$ cat src/rtl/sata_transport_command_dev.sv
// Device-side SATA transport command engine: H2D Register FIS in, D2H Register FIS out.
// Optional macro SATA_DEV_FIS_CHECK_EN enables DW0 type/C-bit checking on received frames.
`timescale 1ns/1ps

package sata_dev_pkg;
  typedef struct packed {
    logic [7:0]  command;
    logic [7:0]  features;
    logic [47:0] lba;
    logic [15:0] count;
    logic [7:0]  device;
    logic [7:0]  control;
  } h2d_t;

  typedef struct packed {
    logic [7:0]  status;
    logic [7:0]  error;
    logic [47:0] lba;
    logic [15:0] count;
    logic [7:0]  device;
  } d2h_t;

  typedef struct packed {
    h2d_t h2d;
    d2h_t d2h;
  } cmd_t;
endpackage

module sata_transport_command_dev
  import sata_dev_pkg::*;
#(
  parameter int USER_W = 8
) (
  input  logic              clk,
  input  logic              rst_n,
  input  logic [31:0]       s_axis_link_tdata,
  input  logic [USER_W-1:0] s_axis_link_tuser,
  input  logic              s_axis_link_tvalid,
  output logic              s_axis_link_tready,
  output logic [31:0]       m_axis_link_tdata,
  output logic [USER_W-1:0] m_axis_link_tuser,
  output logic              m_axis_link_tvalid,
  input  logic              m_axis_link_tready,
  output cmd_t              h2d_cmd,
  output logic              h2d_req,
  input  logic              h2d_ack,
  input  cmd_t              d2h_cmd,
  input  logic              d2h_req,
  output logic              d2h_ack,
  output logic              rx_err
);

  typedef enum logic [1:0] {R_IDLE, R_RECV, R_HOLD, R_DROP} rx_state_t;
  typedef enum logic       {T_IDLE, T_SEND} tx_state_t;

  // ---------------------------------------------------------------- RX
  rx_state_t   rx_state_reg, rx_state_next;
  logic [2:0]  rcnt_reg, rcnt_next;
  h2d_t        h2d_reg, h2d_next;
  logic        h2d_req_reg, h2d_req_next;
  logic        rx_ready_reg, rx_ready_next;
  logic        rx_err_reg, rx_err_next;

  logic rx_beat, rx_sop, rx_eop, rx_bad, fis_bad;

  assign rx_beat = s_axis_link_tvalid && rx_ready_reg;
  assign rx_eop  = s_axis_link_tuser[0];
  assign rx_sop  = s_axis_link_tuser[1];
  assign rx_bad  = s_axis_link_tuser[6] || s_axis_link_tuser[7];

`ifdef SATA_DEV_FIS_CHECK_EN
  assign fis_bad = (s_axis_link_tdata[31:24] != 8'h27) || !s_axis_link_tdata[23];
`else
  assign fis_bad = 1'b0;
`endif

  always_comb begin
    rx_state_next = rx_state_reg;
    rcnt_next     = rcnt_reg;
    h2d_next      = h2d_reg;
    h2d_req_next  = h2d_req_reg;
    rx_ready_next = rx_ready_reg;
    rx_err_next   = 1'b0;
    case (rx_state_reg)
      R_IDLE, R_RECV: begin
        if (rx_beat) begin
          if (rx_sop) begin
            // A sop mid-frame kills the frame in flight and is treated as a fresh DW0.
            if (rx_state_reg == R_RECV) rx_err_next = 1'b1;
            if (rx_bad || fis_bad || rx_eop) begin
              rx_err_next   = rx_err_next | rx_eop;
              rx_state_next = rx_eop ? R_IDLE : R_DROP;
            end else begin
              h2d_next          = '0;
              h2d_next.command  = s_axis_link_tdata[15:8];
              h2d_next.features = s_axis_link_tdata[7:0];
              rcnt_next         = 3'd1;
              rx_state_next     = R_RECV;
            end
          end else if (rx_state_reg == R_IDLE || rx_bad) begin
            rx_err_next   = rx_eop;
            rx_state_next = rx_eop ? R_IDLE : R_DROP;
          end else if (rcnt_reg == 3'd4) begin
            if (rx_eop) begin
              h2d_req_next  = 1'b1;
              rx_ready_next = 1'b0;
              rx_state_next = R_HOLD;
            end else begin
              rx_state_next = R_DROP;
            end
          end else if (rx_eop) begin
            rx_err_next   = 1'b1;
            rx_state_next = R_IDLE;
          end else begin
            case (rcnt_reg)
              3'd1: begin
                h2d_next.lba[7:0]   = s_axis_link_tdata[31:24];
                h2d_next.lba[15:8]  = s_axis_link_tdata[23:16];
                h2d_next.lba[23:16] = s_axis_link_tdata[15:8];
                h2d_next.device     = s_axis_link_tdata[7:0];
              end
              3'd2: begin
                h2d_next.lba[31:24] = s_axis_link_tdata[31:24];
                h2d_next.lba[39:32] = s_axis_link_tdata[23:16];
                h2d_next.lba[47:40] = s_axis_link_tdata[15:8];
              end
              3'd3: begin
                h2d_next.count[7:0]  = s_axis_link_tdata[31:24];
                h2d_next.count[15:8] = s_axis_link_tdata[23:16];
                h2d_next.control     = s_axis_link_tdata[7:0];
              end
              default: ;
            endcase
            rcnt_next = rcnt_reg + 3'd1;
          end
        end
      end
      R_DROP: begin
        if (rx_beat && rx_eop) begin
          rx_err_next   = 1'b1;
          rx_state_next = R_IDLE;
        end
      end
      R_HOLD: begin
        if (h2d_ack) begin
          h2d_req_next  = 1'b0;
          rx_ready_next = 1'b1;
          rx_state_next = R_IDLE;
        end
      end
      default: rx_state_next = R_IDLE;
    endcase
  end

  always_ff @(posedge clk or negedge rst_n) begin
    if (!rst_n) begin
      rx_state_reg <= R_IDLE;
      rcnt_reg     <= 3'd0;
      h2d_reg      <= '0;
      h2d_req_reg  <= 1'b0;
      rx_ready_reg <= 1'b1;
      rx_err_reg   <= 1'b0;
    end else begin
      rx_state_reg <= rx_state_next;
      rcnt_reg     <= rcnt_next;
      h2d_reg      <= h2d_next;
      h2d_req_reg  <= h2d_req_next;
      rx_ready_reg <= rx_ready_next;
      rx_err_reg   <= rx_err_next;
    end
  end

  assign s_axis_link_tready = rx_ready_reg;
  assign h2d_req            = h2d_req_reg;
  assign rx_err             = rx_err_reg;
  assign h2d_cmd            = {h2d_reg, {$bits(d2h_t){1'b0}}};

  // ---------------------------------------------------------------- TX
  tx_state_t         tx_state_reg, tx_state_next;
  logic [2:0]        tcnt_reg, tcnt_next;
  d2h_t              d2h_reg, d2h_next;
  logic              m_valid_reg, m_valid_next;
  logic [31:0]       m_data_reg, m_data_next;
  logic [USER_W-1:0] m_user_reg, m_user_next;
  logic              tx_beat;

  function automatic logic [31:0] d2h_word(input d2h_t c, input logic [2:0] idx);
    case (idx)
      3'd0:    return {8'h34, 8'h40, c.status, c.error};
      3'd1:    return {c.lba[7:0], c.lba[15:8], c.lba[23:16], c.device};
      3'd2:    return {c.lba[31:24], c.lba[39:32], c.lba[47:40], 8'h00};
      3'd3:    return {c.count[7:0], c.count[15:8], 16'h0000};
      default: return 32'h0;
    endcase
  endfunction

  function automatic logic [USER_W-1:0] d2h_user(input logic [2:0] idx);
    logic [7:0] u;
    u = {2'b00, 4'hF, idx == 3'd0, idx == 3'd4};
    return USER_W'(u);
  endfunction

  assign tx_beat = m_valid_reg && m_axis_link_tready;

  always_comb begin
    tx_state_next = tx_state_reg;
    tcnt_next     = tcnt_reg;
    d2h_next      = d2h_reg;
    m_valid_next  = m_valid_reg;
    m_data_next   = m_data_reg;
    m_user_next   = m_user_reg;
    case (tx_state_reg)
      T_IDLE: begin
        if (d2h_req) begin
          d2h_next      = d2h_cmd.d2h;
          tcnt_next     = 3'd0;
          m_valid_next  = 1'b1;
          m_data_next   = d2h_word(d2h_cmd.d2h, 3'd0);
          m_user_next   = d2h_user(3'd0);
          tx_state_next = T_SEND;
        end
      end
      T_SEND: begin
        // Next beat loads on the handshake edge so the stream has no bubbles.
        if (tx_beat) begin
          if (tcnt_reg == 3'd4) begin
            m_valid_next  = 1'b0;
            m_data_next   = '0;
            m_user_next   = '0;
            tx_state_next = T_IDLE;
          end else begin
            tcnt_next   = tcnt_reg + 3'd1;
            m_data_next = d2h_word(d2h_reg, tcnt_reg + 3'd1);
            m_user_next = d2h_user(tcnt_reg + 3'd1);
          end
        end
      end
      default: tx_state_next = T_IDLE;
    endcase
  end

  always_ff @(posedge clk or negedge rst_n) begin
    if (!rst_n) begin
      tx_state_reg <= T_IDLE;
      tcnt_reg     <= 3'd0;
      d2h_reg      <= '0;
      m_valid_reg  <= 1'b0;
      m_data_reg   <= '0;
      m_user_reg   <= '0;
    end else begin
      tx_state_reg <= tx_state_next;
      tcnt_reg     <= tcnt_next;
      d2h_reg      <= d2h_next;
      m_valid_reg  <= m_valid_next;
      m_data_reg   <= m_data_next;
      m_user_reg   <= m_user_next;
    end
  end

  assign m_axis_link_tvalid = m_valid_reg;
  assign m_axis_link_tdata  = m_data_reg;
  assign m_axis_link_tuser  = m_user_reg;
  assign d2h_ack            = (tx_state_reg == T_SEND) && tx_beat && (tcnt_reg == 3'd4);

  // Fields that the transport layer does not interpret.
  logic unused_bits;
  assign unused_bits = ^{s_axis_link_tuser, s_axis_link_tdata, d2h_cmd.h2d};

endmodule

$ cat config.mk
export PLATFORM = sky130hd
export DESIGN_NAME = sata_transport_command_dev
export DESIGN_NICKNAME = d
export VERILOG_FILES = /design/src/rtl/sata_transport_command_dev.sv
export SDC_FILE = /design/constraint.sdc
export NUM_CORES = 1
export LEC_CHECK = 0
export ABC_AREA = 1
export CELL_PAD_IN_SITES_DETAIL_PLACEMENT = 0
export CELL_PAD_IN_SITES_GLOBAL_PLACEMENT = 2
export CORE_MARGIN = 1
export CORE_UTILIZATION = 23
export CTS_CLUSTER_SIZE = 40
export DETAILED_ROUTE_END_ITERATION = 16
export PLACE_DENSITY = 0.92
export SLEW_MARGIN = 10
export SYNTH_ARGS = -nofsm -noshare
export SYNTH_HDL_FRONTEND = slang
export SYNTH_SLANG_ARGS = --single-unit
export TNS_END_PERCENT = 50
$ cat constraint.sdc
create_clock -name clk -period 1.9 [get_ports clk]
set_input_delay 0.285 -clock clk [delete_from_list [all_inputs] [get_ports clk]]
set_output_delay 0.285 -clock clk [all_outputs]
set_load 0.05 [all_outputs]
Yosys cells after proc, flatten, opt, wreduce, memory -nomap -nowiden --
Index checks and enable logic that the tools add are counted.
Cells by class: add/sub/neg operators 2, multiply operators 0, divide/modulo/power cells 0, magnitude comparators 0, equal/unequal tests 28, shifts and indexed selects 0, multiplexer cells 73, bitwise logic cells 3, reduce and logical (&&, ||, !) cells 26
Operators with widths (count):
- $mux W80 | 5
- $pmux W32 S4 | 1
- $mux W32 | 3
- $pmux W32 S2 | 1
- $mux W24 | 2
- $mux W8 | 4
- $mux W1 | 30
- $reduce_and A7 Y1 | 4
- $mux W3 | 8
- $ne A2 B2 Y1 const B | 12
- $mux W2 | 9
- $mux W16 | 1
- $pmux W8 S2 | 1
- $eq A3 B2 Y1 const B | 4
- $pmux W1 S2 | 5
- $eq A3 B3 Y1 const B | 3
- $reduce_and A4 Y1 | 2
- $reduce_bool A2 Y1 | 4
- $add A3 B1 Y3 const B | 2
- $eq A3 B1 Y1 const B | 2
- $mux W6 | 1
- $ne A2 B1 Y1 const B | 3
- $pmux W2 S3 | 1
- $pmux W3 S2 | 1
- other kinds (13) | 23
Storage, ports and cells: flip-flop bits (word level) 237, latch bits 0, memory bits (writable) 0, memory bits (read-only) 0, input bits 230, output and inout port bits 229, logic and storage cells 154, memories 0

Longest topological paths before layout --
Gate-level depths: netlist of the first run.
depth after elaboration 10, mapped depth 12, gate-level depth less buffers 10

Worst setup path before layout of the first run --
No wires, ideal clock.
path kind register to output, from register m_valid_reg, in the netlist m_axis_link_tvalid, to output port d2h_ack, arrival time 1.626 ns, data required time 1.615 ns, path slack -0.011 ns, stages on the path, launching flop included 3, buffers on the path 0, cells stage by stage dfrtp_1 -> nand3_1 -> nor2_1
Between the ends: word-level cells in the longest chain between the ends 3
Ends and longest elaborated chain:
- start: declaration | line 182 | logic m_valid_reg, m_valid_next;
- start signal: assignment | line 254 | m_valid_reg <= m_valid_next;
- $logic_and A1 B1 Y1 | line 203 | assign tx_beat = m_valid_reg && m_axis_link_tready;
- $logic_and A1 B1 Y1 (2 in series) | line 263 | assign d2h_ack = (tx_state_reg == T_SEND) && tx_beat && (tcnt_reg == 3'd4);
- end: declaration | line 49 | output logic d2h_ack,
No other way between the ends.

Worst setup path in the final report of the first run --
from register tcnt_reg[0], to output port d2h_ack
Between the ends: word-level cells in the longest chain between the ends 2
Ends and longest elaborated chain:
- start: declaration | line 180 | logic [2:0] tcnt_reg, tcnt_next;
- start signal: assignment | line 252 | tcnt_reg <= tcnt_next;
- $eq A3 B3 Y1 | line 263
- $logic_and A1 B1 Y1 | line 263
No other way between the ends.

==> impl_metrics.tcl, run 1 <==
set metrics [dict create \
    reg2regPathDepth 9 \
    total_power_mw 18.5 \
    hold_viol_final 0 \
    syn-mean-instance-area_um2 8.01 \
    initial_core_util_pct 23.5 \
    syn_inst 1342 \
    area.growth.synth_to_final_pct 40.7 \
    drive_above_1_share_pct 10.5 \
    ys_ff_latch 232 \
    fin_area_um2 15100 \
    wire_per_inst_um 14.5 \
    final_core_util_pct 33.0 \
    wl_met2_mm 15.0 \
    synthTopCellsByArea "dfrtp_1 (54%), nand2_1 (21%), buf_4 (6.5%)" \
    rsz0062_at_grt "true" \
    worst_pin_slew_ps 561 \
    synth_cell_type_count 25 \
    portBuffers 268 \
    drtPass1Iterations 5 \
    drc 0 \
    cts_root_buffer "clkbuf_16" \
    leakage_nw 8.29 \
    largest_reg_flops 96 \
    r2r_end "m_axis_link_tdata[30]" \
    grt_max_degree 61 \
    cts_buffer_depth 3 \
    routed_via_density 4.07 \
    top_layer_used "met5" \
    max-slew-margin-rel_pct 62.6 \
    fin_skew_ps 15.8 \
    place_inst 2214 \
    worstHoldPathType "in -> async" \
    gp_congestion 0.793 \
    wl_mm 32.8 \
    clkTransAtPathRegs_ps 60 \
    crit_path_start_kind "flop" \
    num_vias 9230 \
    postRouteAntennaNets 0 \
    yosysSeqAreaShare_pct 54.0 \
    setup_viol_count_final 0 \
    grt_first_pass_wirelength_mm 51.6 \
    startpoint "tcnt_reg[0]" \
    peakVddDrop_v 0.000632 \
    grt_pass1_vias 9330 \
    cp_max_fo 5 \
    synth_top_area_share_pct 53.8 \
    pin_count 459 \
    worst_slack_ps 9.49 \
    clk_latency_ps 540 \
    finalSetupTns_ps 0 \
    antenna_found_initial 3 \
    period_share_pct 99.5 \
    fp.dieH_um 218 \
    die-area_um2 47600 \
    whs_ps 280 \
    die_w_um 218 \
    outcome "finished, final reports clean" \
    cap_viol_max_count 0 \
    fmax_mhz 529 \
    wl_met3_mm 2.83 \
    place_area_um2 14200 \
    hpwl_mm 23.6 \
    grt-ovfl-total 0 \
    num-nets-final 1888 \
    numCtsBuffers 27 \
    power.density_nw_per_um2 1220 \
    yosys.area.top_type "dfrtp_1" \
    drtIter0Drc 514 \
    cts_tree "done" \
    timing.rr.start "tcnt_reg[0]" \
    core_um2 45800 \
    pre_cts_ws_ps -188 \
    critPathCaptureType "output pin" \
    track_usage_pct 13.7 \
    rows 78 \
    yosys_warnings 0 \
    setup.worst_path.class "reg -> out" \
    maxSlewViolCount 0 \
    final_cells 2270 \
    syn_area_um2 10700 \
    critPathRequiredTime_ps 1620 \
    h-tree-depth 1 \
    cts_num_sinks 232 \
    wl_met1_mm 14.5 \
    r2r_setup_slack_ps 120 \
    layout_min_cycle_time_ps 1890 \
    cp.arrival_ps 1610 \
]
==> cells by family after synthesis <==
kind of cell               share of synthesized area [%]
AOI/OAI and AO/OA                                   4.82
buffers and inverters                               12.6
adders and majority gates                           1.16
and+or+nand+nor                                     27.3
DFF                                                 54.0
other                                             0.0349
==> cell type report <==
class	count	area, um^2
fillers	4872	30700
flip-flops and latches	232	5810
diodes	1	2.50
clock inverters	11	116
inverters	103	387
clock buffers	39	781
repair buffers	341	3290
multi-input cells	943	3990
well taps	600	751
==> power breakdown <==
| group | switching (mW) | internal [mW] |
|---|---|---|
| Combinational | 4.25 | 2.02 |
| Clock | 2.09 | 3.12 |
| Sequential | 0.715 | 6.29 |
| Total | 7.06 | 11.4 |
==> cells in the mapped netlist <==
cell,instances
a211oi_4,1
a21oi_1,7
a31oi_1,1
buf_1,2
buf_2,27
buf_4,93
buf_6,2
clkbuf_1,29
clkinv_1,1
conb_1,1
dfrtp_1,231
dfstp_2,1
ha_1,10
inv_1,99
inv_2,3
nand2_1,609
nand2_2,1
nand3_1,97
nand4_1,2
nor2_1,33
nor2_2,3
o21ai_0,66
o21ai_1,15
o22ai_1,7
o31ai_1,1
==> worst max-delay path: stages (launching register included) <==
cell and delay, ps:
dfrtp_1 420, inv_2 110, ha_4 160, nand2_4 80, nor2_4 140, buf_12 150
==> worst max-delay path by stage <==
stage | to | depth (start not counted)
after floorplan | h2d_cmd[151] | 7
after global placement | h2d_cmd[150] | 7
after detailed placement | h2d_cmd[121] | 10
after CTS | d2h_ack | 5
after global routing | d2h_ack | 5
final | d2h_ack | 5
==> cell usage in the layout (no fill, tap or decap), drive strengths merged, types with 2 or more instances in the layout <==
cell,netlist,final
clkinvlp,0,3
bufinv,0,2
o22ai,7,7
clkinv,1,6
inv,102,103
nor2,36,36
o21ai,81,81
ha,10,10
dlygate4sd2,0,104
nand4,2,2
nand2,610,610
clkbuf,29,39
conb,1,90
dfrtp,231,231
nand3,97,97
buf,124,108
a21oi,7,7
clkdlybuf4s50,0,128
==> per-layer routing <==
| layer | vias up | track usage [%] |
|---|---|---|
| met1 | 4343 | 17.6 |
| met4 | 4 | 2.84 |
| met3 | 33 | 4.24 |
| met2 | 302 | 22.5 |
| met5 | - | 0 |
| li1 | 4548 | - |
==> repair_timing <==
action,CTS,global route
hold endpoints to repair,49,0
buffers inserted,0,4
gates resized for setup,107,18
endpoints found under the setup margin,134,83
hold buffers,1,0
pin swaps,1,3
Note: power is estimated with default switching activity, not from simulation.
==> inputs of run 2 (changes only) <==
- GPL_TIMING_DRIVEN: default -> 0
==> run 2 against run 1 <==
  * The run now ends with setup timing left
  * Highest routed layer unchanged
  * Die area did not move
  * Core utilization grew 1.3 points
  * Critical path depth did not move
  * Via count rose by 5.1%
==> impl_metrics.tcl, run 2 (same netlist as run 1, synthesis figures left out) <==
set metrics [dict create \
    outcome "finished, violations left" \
    violations "setup timing" \
    critPathCaptureType "output pin" \
    grt_first_pass_wirelength_mm 55.8 \
    antenna_found_initial 4 \
    pin_count 459 \
    setup_viol_count_final 1 \
    clk_latency_ps 560 \
    hold_viol_final 0 \
    num-nets-final 1987 \
    worst_pin_slew_ps 715 \
    slowest_stage "dfrtp_1" \
    path_buf_inv 2 \
    portBuffers 268 \
    final_common_cell "nand2_1" \
    fill_cells 4875 \
    rows 78 \
    numCtsBuffers 29 \
    wire_per_inst_um 15.6 \
    routed_via_density 4.10 \
    leakage_nw 8.81 \
    fmax_mhz 521 \
    cp.arrival_ps 1640 \
    cap_viol_max_count 0 \
    die_w_um 218 \
    power.density_nw_per_um2 1220 \
    whs_ps 255 \
    max-slew-margin-rel_pct 52.3 \
    drc 0 \
    crit_path_start_kind "flop" \
    hpwl_mm 27.5 \
    initial_core_util_pct 23.5 \
    track_usage_pct 15.2 \
    clkTransAtPathRegs_ps 60 \
    startpoint "tcnt_reg[0]" \
    peakVddDrop_v 0.000808 \
    rsz0062_at_grt "true" \
    cts_buffer_depth 3 \
    seq_area_um2 5810 \
    max_stage_delay_ps 420 \
    worst_slack_ps -20.9 \
    grt-ovfl-total 0 \
    cts_root_buffer "clkbuf_16" \
    largest_reg_flops 96 \
    core_um2 45800 \
    num_vias 9703 \
    timing.rr.start "tcnt_reg[0]" \
    final_cell_mix "nand2_1 (605), dfrtp_1 (230), dlygate4sd2_1 (133)" \
    layout_min_cycle_time_ps 1920 \
    postRouteAntennaNets 0 \
    drtIter0Drc 649 \
    cts_tree "done" \
    wl_mm 37.0 \
    worstHoldPathType "in -> async" \
    cp_max_fo 4 \
    final_core_util_pct 34.3 \
    grt_max_degree 103 \
    cp_cell_sequence "inv_2 > ha_4 > nand2_4 > nor2_4 > buf_8" \
    h-tree-depth 1 \
    drive_above_1_share_pct 12.8 \
    cts_num_sinks 232 \
    die-area_um2 47600 \
    multi_input_area_um2 4010 \
    period_share_pct 101 \
    maxSlewViolCount 0 \
    setup.worst_path.class "reg -> out" \
    critPathRequiredTime_ps 1620 \
    drtPass1Iterations 5 \
    fin_skew_ps 16.7 \
    total_power_mw 19.1 \
    grt_pass1_vias 9727 \
    fp.dieH_um 218 \
    area.growth.synth_to_final_pct 46.3 \
    gp_congestion 0.813 \
    critPathTopFamily "flip-flops" \
    finalSetupTns_ps -20.9 \
    pre_cts_ws_ps -509 \
]
-- run 2: changes by cell type in the layout (fill, tap and decap cells not counted), sizes merged --
cell / before / now
dlygate4sd2: 104 / 133
inv: 103 / 106
clkbuf: 39 / 65
buf: 108 / 141
clkinvlp: 3 / 2
bufinv: 2 / 3
clkdlybuf4s15: 0 / 5
clkinv: 6 / 9
-- run 2: final timing paths --
check                                        end  slack, ps  cells after the start
max                                      d2h_ack        -20                      5
min in group clk                      d2h_reg[8]        270                      3
min                         m_axis_link_tdata[5]        260                      2
min reg2reg                          h2d_cmd[95]        470                      2
max in group asynchronous           h2d_cmd[106]        310                      4
max reg2reg                m_axis_link_tdata[30]         80                     11
-- run 2: cell type report --
class / count / area share, %
diodes: 1 / 0.0159
plain buffers: 152 / 6.82
clock buffers: 35 / 5.01
clock inverters: 17 / 1.15
inverters: 103 / 2.47
multi-input cells: 943 / 25.5
flip-flops and latches: 232 / 36.9
well taps: 600 / 4.78
repair buffers: 286 / 17.3
-- run 2: per-layer routing --
metal | track usage [%] | vias to the layer above | wire length (um)
met5 | 0 | - | 56
met4 | 3.85 | 8 | 811
met3 | 5.72 | 55 | 3490
met2 | 25.6 | 328 | 17300
met1 | 18.2 | 4548 | 15300
li1 | - | 4764 | -
-- run 2: through the flow --
stage / cells / area, um^2
after global routing: 2368 / 15700
after floorplan: 1431 / 11100
after CTS: 2360 / 15500
final: 2369 / 15700
after detailed placement: 2301 / 14600
after global placement: 2299 / 14500
-- run 2: worst reg2reg max path, cell delays in order (launching register included) --
cell	delay, ps
dfrtp_1	420
ha_1	230
inv_1	50
nand2_1	40
nand2_1	110
nand2_2	210
inv_2	170
buf_4	240
nand2_1	70
nand3_1	90
nand2_1	70
nand2_1	60
-- run 2: power breakdown --
part           total, mW  switching, mW  internal [mW]
Combinational       6.47           4.42           2.05
Clock               5.64           2.28           3.36
Sequential          6.99          0.699           6.29
Total               19.1           7.39           11.7
-- run 2: timing repair --
action	CTS	global route
pin swaps	3	7
endpoints found under the setup margin	251	128
hold buffers	1	0
hold endpoints to repair	57	0
gates cloned	0	1
buffers inserted	6	8
resized for setup	178	59
==> RTL edit 1: new RTL, config.mk and constraints of run 2 <==
`USER_W`: 8 -> 12.
--- a/src/rtl/sata_transport_command_dev.sv
+++ b/src/rtl/sata_transport_command_dev.sv
@@ -31,3 +31,3 @@
 #(
-  parameter int USER_W = 8
+  parameter int USER_W = 12
 ) (
Interface: changed (resized m_axis_link_tuser and s_axis_link_tuser); port bits go from 459 to 467. The function was not compared with the original's and may differ.
==> RTL edit 1 against run 2 <==
- routed wire length is 0.48% higher
- setup slack worse by 8.7 ps
- sequential cell count stayed put
- critical endpoint unchanged
- register-to-register slack better by 30 ps
- sequential power hardly changed
- largest power group unchanged
- area after synthesis is 0.28% higher
- final area is 0.72% higher
- non-clock buffer count is 14 higher
- power is 0.59% higher
- the run still ends with setup timing left
- final cell count is 0.72% higher
==> RTL edit 1: results (changes against run 2) <==
metric,value,unit,change
buffer_area_frac,0.247,,was 0.242
violations,setup timing,,unchanged
rr_worst_depth,7,,was 11
fin_util,0.346,,was 0.343
clk_share,0.0596,,was 0.0616
regArea,0.00581,sq mm,about the same
finalSetupViolCount,1,,unchanged
met2_usage,0.257,,was 0.256
fillers,4898,,was 4875
routabilityCongestion,0.818,,was 0.813
synth_area_per_cell,8.01,sq um,about the same
seq_power,7.01,mW,was 6.99 mW
r2r-end,h2d_cmd[155]$_DFFE_PN0P_,,was m_axis_link_tdata[30]$_DFFE_PN0P_
status,"finished, violations left",,unchanged
placed_cell_area,0.0146,sq mm,about the same
power.switching,7.42,mW,was 7.39 mW
grtUsageTotal,0.153,,was 0.152
hold_slack,253,ps,was 255 ps
wire_per_inst,15.6,um,about the same
grt_util_met3,0.0497,,was 0.0572
final.clkbuf_count,40,,was 35
grt_max_degree,96,,was 103
post_cts_buffers,5,,was 6
fin_ws,-29.6,ps,was -20.9 ps
post-place-cells,2309,,was 2301
slew_headroom,0.548,,was 0.523
-- RTL edit 1: cell count changes in the layout (fill, tap and decap cells not counted), moves of 3 or more --
cell	change
buf_2	+4
buf_6	-4
clkinv_2	-3
buf_4	+15
conb_1	+4
inv_6	-3
-- RTL edit 1: how the worst max path moves through the flow --
stage                                              endpoint  slack [ps]  cells after the start
after global placement             h2d_cmd[129]$_DFFE_PN0P_       -9940                      1
after global routing                                d2h_ack         -80                      5
after detailed placement  m_axis_link_tdata[19]$_DFFE_PN0P_        -560                      9
final                                               d2h_ack         -30                      5
after floorplan                    h2d_cmd[151]$_DFFE_PN0P_          60                      7
after CTS                                           d2h_ack        -130                      3
-- RTL edit 1: critical path, delay by kind of cell, from the launching register on --
kind	cells	cell delay [ps]
simple gates	2	240
flops	1	420
buf+inv	2	280
fa+ha+maj	1	160
==> RTL edit 2: new RTL, settings of run 2 <==
Made on the original files. The output `rx_err` loses its register stage (`rx_err_reg` becomes a continuous assignment).
--- a/src/rtl/sata_transport_command_dev.sv
+++ b/src/rtl/sata_transport_command_dev.sv
@@ -161,3 +161,2 @@
       rx_ready_reg <= 1'b1;
-      rx_err_reg   <= 1'b0;
     end else begin
@@ -168,5 +167,6 @@
       rx_ready_reg <= rx_ready_next;
-      rx_err_reg   <= rx_err_next;
     end
   end
+
+  assign rx_err_reg = rx_err_next;
 
Check against the original RTL: not settled (the Yosys comparison gave no result); the edit may change what the design does.
==> RTL edit 2 against run 2 <==
- the flow still finishes with violations (setup timing)
- routed wire length rose by 0.87%
- synthesized cell count barely moved
- worst hold slack lost 11 ps
- final cell count grew 0.55%
- largest cell class unchanged
- setup slack lost 69 ps
- final area increased by 1.1%
- non-clock buffer count is 17 higher
- area after synthesis shrank 0.23%
- utilization rose by 0.47 points
- via count is 1.1% higher
- sequential cell count shrank 1
- register-to-register slack worse by 120 ps
- power rose by 0.33%
==> RTL edit 2: results (changes against run 2) <==
metric,value,unit,change
status,"finished, violations left",,unchanged
violations,setup timing,,unchanged
ys_async_sr_fraction,1.00,,unchanged
drt_first_pass_iters,5,,unchanged
cellLeakagePower,8.88,nW,was 8.81 nW
grt_pass1_wl,56900,um,was 55800 um
dp_hpwl,27200,um,was 27500 um
vias,9811,,was 9703
netlist_top_cells_count,"nand2_1, dfrtp_1, inv_1",,unchanged
cts_root_buf,clkbuf_16,,unchanged
yosysSeqAreaShare,0.539,,was 0.540
grt_max_degree,103,,unchanged
synthFlopType,dfrtp_1,,unchanged
antenna_found_initial,1,,was 4
cp_max_fo,5,,was 4
cts_buffers,28,,was 29
drt_iter0_markers,695,,was 649
grtUsageTotal,0.154,,was 0.152
largest_reg_flops,96,,unchanged
clock_latency,550,ps,
pre_cts_ws,-941,ps,was -509 ps
ys_warn_count,0,,unchanged
worst_pin_slew,672,ps,was 715 ps
clk_path_buf_depth,3,,unchanged
synth_cell_types,25,,unchanged
routabilityCongestion,0.804,,was 0.813
grt_pass1_vias,9864,,was 9727
wirelength,37300,um,was 37000 um
peakVddDrop,0.920,mV,was 0.808 mV
clk_pin_slew,60,ps,about the same
antenna_cells,0,,was 1
io_buffers,268,,unchanged
wl_met1,15900,um,was 15300 um
finalSetupViolCount,4,,was 1
met3_length,3210,um,was 3490 um
wl_met2,17400,um,was 17300 um
top_layer,met5,,unchanged
nNetsFinal,2002,,was 1987
fin_skew,14.5,ps,was 16.7 ps
drive_gt1_frac,0.146,,was 0.128
cts_max_level,1,,unchanged
hold_path_class,input port to asynchronous set/reset pin,,unchanged
fin_ws,-89.9,ps,was -20.9 ps
slew_viol_final,0,,unchanged
ys_top_cells_by_area,"dfrtp_1, nand2_1, buf_4",,unchanged
## RTL edit 2: changes by cell type after synthesis
cell	change
dfrtp_1	-1
## RTL edit 2: metal layers
layer | track usage | up-vias
met5 | 0 | -
met2 | 0.260 | 364
li1 | - | 4791
met4 | 0.0343 | 2
met1 | 0.194 | 4602
met3 | 0.0450 | 52
## RTL edit 2: worst paths after layout
check / start / endpoint / slack [ps] / depth (start not counted)
hold reg to reg: h2d_cmd[103]$_DFFE_PN0P_ / h2d_cmd[103]$_DFFE_PN0P_ / 460 / 2
setup reg to reg: rcnt_reg[1]$_DFFE_PN0P_ / rx_state_reg[0]$_DFFE_PN0P_ / -40 / 15
setup / recovery: tcnt_reg[1]$_DFFE_PN0P_ / d2h_ack / -90 / 5
hold / removal: rst_n / d2h_reg[67]$_DFFE_PN0P_ / 240 / 2
max in group asynchronous: rst_n / h2d_cmd[135]$_DFFE_PN0P_ / 750 / 3
min in group clk: d2h_cmd[34] / d2h_reg[34]$_DFFE_PN0P_ / 270 / 3
## RTL edit 2: layout make-up
type / count / area (sq um)
Sequential cell: 231 / 5780
Clock buffer: 41 / 841
Multi-Input combinational cell: 943 / 4090
Fill cell: 4891 / 29800
Inverter: 103 / 388
Tap cell: 600 / 751
Clock inverter: 9 / 129
Buffer: 153 / 1080
Timing Repair Buffer: 302 / 2840
## RTL edit 2: cell families after synthesis
| group | after synthesis | synth area share |
|---|---|---|
| buffers and inverters | 256 | 0.127 |
| other | 1 | 0.000350 |
| flip-flops | 231 | 0.539 |
| AND/OR/NAND/NOR | 745 | 0.274 |
| adder cells (fa/ha/maj) | 10 | 0.0117 |
| AO/OA/AOI/OAI | 98 | 0.0483 |
## RTL edit 2: power breakdown
part | internal [mW] | switching, mW | total, mW
registers | 6.27 | 0.740 | 7.01
clock network | 3.46 | 2.21 | 5.67
logic | 2.08 | 4.41 | 6.49
total | 11.8 | 7.35 | 19.2
## RTL edit 2: per-stage QoR
stage | setup TNS [ps] | area (sq um) | instances
final | -230 | 15900 | 2382
after global routing | -1800 | 15900 | 2382
after CTS | -409 | 15600 | 2365
after detailed placement | -74160 | 14600 | 2300
after global placement | -2341380 | 14500 | 2298
after floorplan | -11.1 | 11100 | 1430
## RTL edit 2: timing repair
action / CTS / global route
pin swaps: 5 / 13
hold endpoints to repair: 50 / 0
hold buffers: 1 / 0
gates resized for setup: 207 / 62
buffers inserted: 14 / 16
cloned: 0 / 1
setup endpoints to repair: 271 / 142
## RTL edit 2: critical path, stage by stage (launching register included)
cell     delay (ps)
dfrtp_1         430
inv_2           110
ha_4            170
nand2_4          80
nor2_4          180
buf_6           180
